`src/rtl/sc_config_pkg.sv`:
```
// rtl/sc_config_pkg.sv - shared types and word indices for the scaler config commit path
package sc_config_pkg;

  localparam int unsigned NUM_CFG_REGS = 12;

  // Word positions inside the flattened config bus
  localparam int unsigned CFG_HV_IN  = 0;
  localparam int unsigned CFG_HV_OUT = 1;
  localparam int unsigned CFG_XY_OUT = 2;
  localparam int unsigned CFG_MISC0  = 3;
  localparam int unsigned CFG_MISC1  = 4;
  localparam int unsigned CFG_MISC2  = 5;
  localparam int unsigned CFG_MISC3  = 6;
  localparam int unsigned CFG_MISC4  = 7;
  localparam int unsigned CFG_SL0    = 8;
  localparam int unsigned CFG_SL1    = 9;
  localparam int unsigned CFG_SL2    = 10;
  localparam int unsigned CFG_SL3    = 11;

  typedef enum logic [1:0] {
    IDLE  = 2'd0,
    ARMED = 2'd1,
    DONE  = 2'd2
  } commit_state_t;

  typedef logic [31:0] cfg_word_t;

endpackage

```
`src/rtl/sc_config_commit_ctrl.sv`:
```
// rtl/sc_config_commit_ctrl.sv - frame-synchronous atomic commit of scaler config words
module sc_config_commit_ctrl
  import sc_config_pkg::*;
#(
  parameter int unsigned NUM_REGS       = NUM_CFG_REGS,
  parameter int unsigned TIMEOUT_CYCLES = 1048576,
  parameter int unsigned TIMEOUT_W      = 21
) (
  input  logic                     clk_i,
  input  logic                     rst_i,
  input  logic [32*NUM_REGS-1:0]   cfg_i,
  input  logic                     commit_req_i,
  input  logic                     frame_start_i,
  output logic [32*NUM_REGS-1:0]   cfg_o,
  output logic                     busy_o,
  output logic                     commit_done_o,
  output logic                     timeout_o,
  output logic                     coalesced_o,
  output logic [7:0]               commit_cnt_o
);

  // Counter value seen in the last ARMED cycle before a forced apply
  localparam logic [TIMEOUT_W-1:0] TO_LAST = TIMEOUT_W'(TIMEOUT_CYCLES - 1);
  localparam bit                   TO_EN   = (TIMEOUT_CYCLES != 0);

  commit_state_t        state_q;
  cfg_word_t            stage_q [NUM_REGS];
  cfg_word_t            cfg_q   [NUM_REGS];
  logic [TIMEOUT_W-1:0] to_cnt_q;
  logic                 to_hit;

  assign to_hit = TO_EN && (to_cnt_q == TO_LAST);
  assign busy_o = (state_q == ARMED);

  // Flatten the shadow words back onto the datapath bus
  for (genvar g = 0; g < NUM_REGS; g++) begin : g_out
    assign cfg_o[32*g +: 32] = cfg_q[g];
  end

  // Commit FSM: snapshot on request, apply staged words on frame start or timeout
  always_ff @(posedge clk_i or posedge rst_i) begin
    if (rst_i) begin
      state_q       <= IDLE;
      to_cnt_q      <= '0;
      commit_done_o <= 1'b0;
      timeout_o     <= 1'b0;
      coalesced_o   <= 1'b0;
      commit_cnt_o  <= '0;
      for (int k = 0; k < NUM_REGS; k++) begin
        stage_q[k] <= '0;
        cfg_q[k]   <= '0;
      end
    end else begin
      commit_done_o <= 1'b0;
      case (state_q)
        IDLE, DONE: begin
          // A frame start alongside the request is ignored: the apply waits a full frame
          if (commit_req_i) begin
            for (int k = 0; k < NUM_REGS; k++) begin
              stage_q[k] <= cfg_i[32*k +: 32];
            end
            state_q     <= ARMED;
            to_cnt_q    <= '0;
            timeout_o   <= 1'b0;
            coalesced_o <= 1'b0;
          end else begin
            state_q <= IDLE;
          end
        end
        ARMED: begin
          // Counter keeps running across coalesced requests so latency stays bounded
          to_cnt_q <= to_cnt_q + 1'b1;
          if (commit_req_i) begin
            coalesced_o <= 1'b1;
          end
          if (frame_start_i || to_hit) begin
            // A request in the apply cycle carries the newest data straight through
            for (int k = 0; k < NUM_REGS; k++) begin
              cfg_q[k] <= commit_req_i ? cfg_i[32*k +: 32] : stage_q[k];
            end
            state_q       <= DONE;
            commit_done_o <= 1'b1;
            commit_cnt_o  <= commit_cnt_o + 8'd1;
            if (!frame_start_i) begin
              timeout_o <= 1'b1;
            end
          end else if (commit_req_i) begin
            for (int k = 0; k < NUM_REGS; k++) begin
              stage_q[k] <= cfg_i[32*k +: 32];
            end
          end
        end
        default: state_q <= IDLE;
      endcase
    end
  end

endmodule

```
`config.mk`:
```
export PLATFORM = sky130hd
export DESIGN_NAME = sc_config_commit_ctrl
export DESIGN_NICKNAME = d
export VERILOG_FILES = /design/src/rtl/sc_config_pkg.sv /design/src/rtl/sc_config_commit_ctrl.sv
export SDC_FILE = /design/constraint.sdc
export NUM_CORES = 2
export LEC_CHECK = 0
export CAP_MARGIN = 20
export CORE_AREA = 2 2 306 308
export CTS_BUF_LIST = sky130_fd_sc_hd__clkbuf_8
export CTS_CLUSTER_DIAMETER = 80
export CTS_CLUSTER_SIZE = 10
export DETAILED_ROUTE_END_ITERATION = 16
export DIE_AREA = 0 0 308 310
export PLACE_DENSITY = 0.65
export SETUP_SLACK_MARGIN = 0.02
export SLEW_MARGIN = 10
export SYNTH_ARGS = -nofsm -noshare
export SYNTH_HDL_FRONTEND = slang
export SYNTH_SLANG_ARGS = --single-unit
```
`constraint.sdc`:
```
create_clock -name clk_i -period 43.7 [get_ports clk_i]
set_input_delay 8.74 -clock clk_i [delete_from_list [all_inputs] [get_ports clk_i]]
set_output_delay 8.74 -clock clk_i [all_outputs]
set_load 0.02 [all_outputs]
```
==> out/qor.json <==
{
  "initial_utilization_pct": 37.4,
  "routedWlPerCell_um": 19.5,
  "ys.warnings.count": 0,
  "run_status": "finished, final reports clean",
  "flow.area_growth_from_synthesis_pct": 29.0,
  "synth_cells": 2629,
  "multi_input_gate_area_um2": 13500,
  "dr.pass1.iters": 5,
  "grt_pass1_vias": 22700,
  "fmax_ghz": 0.0749,
  "seq_power_share_pct": 44.3,
  "crit_path_end_kind": "flip-flop",
  "drt.antenna.violating_nets": 0,
  "synthesis.nets": 3019,
  "worstSetupPathType": "primary input to flip-flop",
  "cp_common_cell": "sky130_fd_sc_hd__buf_4",
  "hold_class": "flip-flop to flip-flop",
  "detailroute.via_count": 22200,
  "use_met1_pct": 22.8,
  "clockBufferDepth": 3,
  "ios": 784,
  "worst_clock_skew_ps": 42.2,
  "clk-insertion-delay-late_ps": 740,
  "crit_path_slowest_cell": "sky130_fd_sc_hd__buf_4",
  "critical_path_arrival_ps": 13960,
  "die_h_um": 310,
  "core.rowCount": 112,
  "final-instance-count-excl-fill": 4579,
  "grt_pass1_wl_um": 136000,
  "layout_common_cells": "sky130_fd_sc_hd__dfrtp_1 (802), sky130_fd_sc_hd__clkdlybuf4s50_1 (782), sky130_fd_sc_hd__nand2_1 (403)",
  "ys_seq_area_share_pct": 58.0,
  "drt-total-wl_um": 89300,
  "route.detailed.vias_per_inst": 4.85,
  "post_syn_area_um2": 34600,
  "leakage_uw": 0.0205,
  "routabilityCongestion": 0.797,
  "most_congested_layer_reported_by_global_routing": "met2",
  "grt_antenna_before_repair": 23,
  "portBuffers": 783,
  "start_kind": "primary input",
  "core_um2": 92500,
  "worstMarginPinSlew_ps": 1150,
  "dpl.hpwl_um": 59100,
  "synth.avg_cell_area_um2": 13.2,
  "post_cts_resized": 0,
  "netSwitchingPower_uw": 832,
  "int_pwr_uw": 1590,
  "grt_use_met3_pct": 7.10,
  "max-slew-margin-rel_pct": 23.5,
  "timing.final.crit_period_ps": 13350,
  "quantity_of_hold_fixing_buffers_added_after_cts": 0,
  "synth_top_family_by_area": "multiplexers",
  "dpl.cell_count": 4460,
  "drt_iter0_markers": 1413,
  "cts.clk_slew.worst_paths_ps": 70,
  "final_nets": 3747,
  "cap_viol_max_count": 0,
  "worst_ir_drop_vdd_v": 0.0000263,
  "placed_cell_area_um2": 43300,
  "htree_num_levels": 3,
  "critical_path_peak_fanout": 128,
  "route.detailed.drc": 0,
  "finalSetupViolCount": 0,
  "post_synth_and_or_nand_nor_area_fraction_pct": 5.27,
  "synth-compound-area-share_pct": 5.99,
  "globalRoute.totalOverflow": 0,
  "mostFrequentLayoutCell": "sky130_fd_sc_hd__dfrtp_1",
  "postLayoutCellArea_um2": 44700,
  "clockRootBuffer": "sky130_fd_sc_hd__clkbuf_8",
  "fin_crit_sh_pct": 30.5,
  "post_route_cells_drive_above_1_share_pct": 15.1,
  "grt_max_degree": 265,
  "synth_adder_area_share_pct": 0.0723,
  "area_occupied_by_registers_um2": 20100,
  "crit_path_max_incr_delay_ps": 890,
  "ys.flop_type": "sky130_fd_sc_hd__dfrtp_1",
  "combinationalPowerShare_pct": 37.0,
  "track_usage_pct": 18.2,
  "sw_frac_of_total_pct": 34.3,
  "die_area_um2": 95500,
  "number_of_clock_buffers_inserted_by_tritoncts": 91,
  "ys_ff_latch": 802,
  "async_sr_flop_fraction_pct": 100,
  "fin_hold_ws_ps": 468,
  "tritoncts": "done",
  "gr-usage-met2_pct": 28.4,
  "die_w_um": 308,
  "grt_setup_unrepaired": "no",
  "power-per-cell-area_nw_per_um2": 54.3,
  "layout.filler_cells": 8288,
  "setup_total_negative_slack_ps": 0,
  "synthMuxAreaShare_pct": 27.6,
  "post-cts-setup-buffer-count": 0,
  "synth_edf_count": 0,
  "cp.required_ps": 44310,
  "ys_types": 35,
  "hold_violations_final": 0,
  "list_of_cells_traversed_by_the_critical_path": "buf_8 > nand2b_1 > o21ai_4 > buf_12 > buf_4 > buf_4 > buf_4 > mux2_4",
  "synth_xor_xnor_area_share_pct": 0.177,
  "clkSinkCount": 802,
  "p_clk_share_pct": 18.7,
  "finalMaxSlewViolations": 0
}
## metrics by stage
step	power (µW)	setup WS, ps	util (%)
2_1_floorplan	1560	12440	-
3_3_place_gp	1980	29640	46.8
3_5_place_dp	1990	29600	46.8
4_1_cts	2460	30460	48.2
5_1_grt	2570	30130	48.3
6_report	2430	30350	48.3
## power by group through the flow
stage	clock, µW	sequential (µW)	combinational [µW]
after floorplan	0	1240	315
after global placement	0	1080	899
after detailed placement	0	1080	908
after CTS	474	1080	910
after global routing	503	1100	965
final	454	1070	897
## critical path: cells and delay by family
kind,cells,cell delay (ps)
mux,1,350
buf+inv,5,3710
simple gates,1,620
compound gates,1,230
## path summary, 6_finish.rpt
check / start / end / slack, ps / cells past startpoint
max: commit_req_i / stage_q[279] / 30350 / 8
min: commit_cnt_o[7] / commit_cnt_o[7] / 470 / 1
max reg2reg: to_cnt_q[0] / stage_q[279] / 38540 / 10
min reg2reg: commit_cnt_o[7] / commit_cnt_o[7] / 470 / 1
max in group asynchronous: rst_i / stage_q[253] / 31910 / 5
min in group asynchronous: rst_i / stage_q[36] / 8580 / 2
## synthesized netlist by cell type, types with 10 or more instances
cell	count	area [µm²]
sky130_fd_sc_hd__buf_2	43	215
sky130_fd_sc_hd__buf_6	40	450
sky130_fd_sc_hd__clkbuf_1	88	330
sky130_fd_sc_hd__dfrtp_1	802	20100
sky130_fd_sc_hd__mux2_2	24	270
sky130_fd_sc_hd__mux2_4	354	5320
sky130_fd_sc_hd__mux2i_1	389	3890
sky130_fd_sc_hd__nand2_1	403	1510
sky130_fd_sc_hd__nand3_1	20	100
sky130_fd_sc_hd__nand4_1	12	75.1
sky130_fd_sc_hd__nor2_1	10	37.5
sky130_fd_sc_hd__o21ai_0	398	1990
## registers in the layout (all words and copies together) (netlist names)
register,flops
cfg_o,384
stage_q,384
to_cnt_q,21
commit_cnt_o,8
state_q,2
coalesced_o,1
commit_done_o,1
timeout_o,1
## cell type report
type,instances,area share [%]
inverter,7,0.0756
tap,1197,3.35
multi-input combinational,1648,30.3
clock inverter,9,0.154
sequential,802,44.9
timing repair buffer,807,18.2
antenna,17,0.0953
clock buffer,92,2.84
## layer usage
layer | vias up | part of all wire, % | wire length, µm
met3 | 146 | 8.9 | 7960
met2 | 609 | 46 | 41100
met5 | - | 0.14 | 125
li1 | 10500 | - | -
met1 | 10900 | 42 | 37300
met4 | 18 | 3.1 | 2730
## kinds of logic after synthesis
family	Yosys count
AO/OA/AOI/OAI	408
XOR/XNOR	7
adder cells (fa/ha/maj)	2
buffers and inverters	179
flip-flops	802
multiplexers	773
AND/OR/NAND/NOR	458
Note: power is estimated with default switching activity, not from simulation.
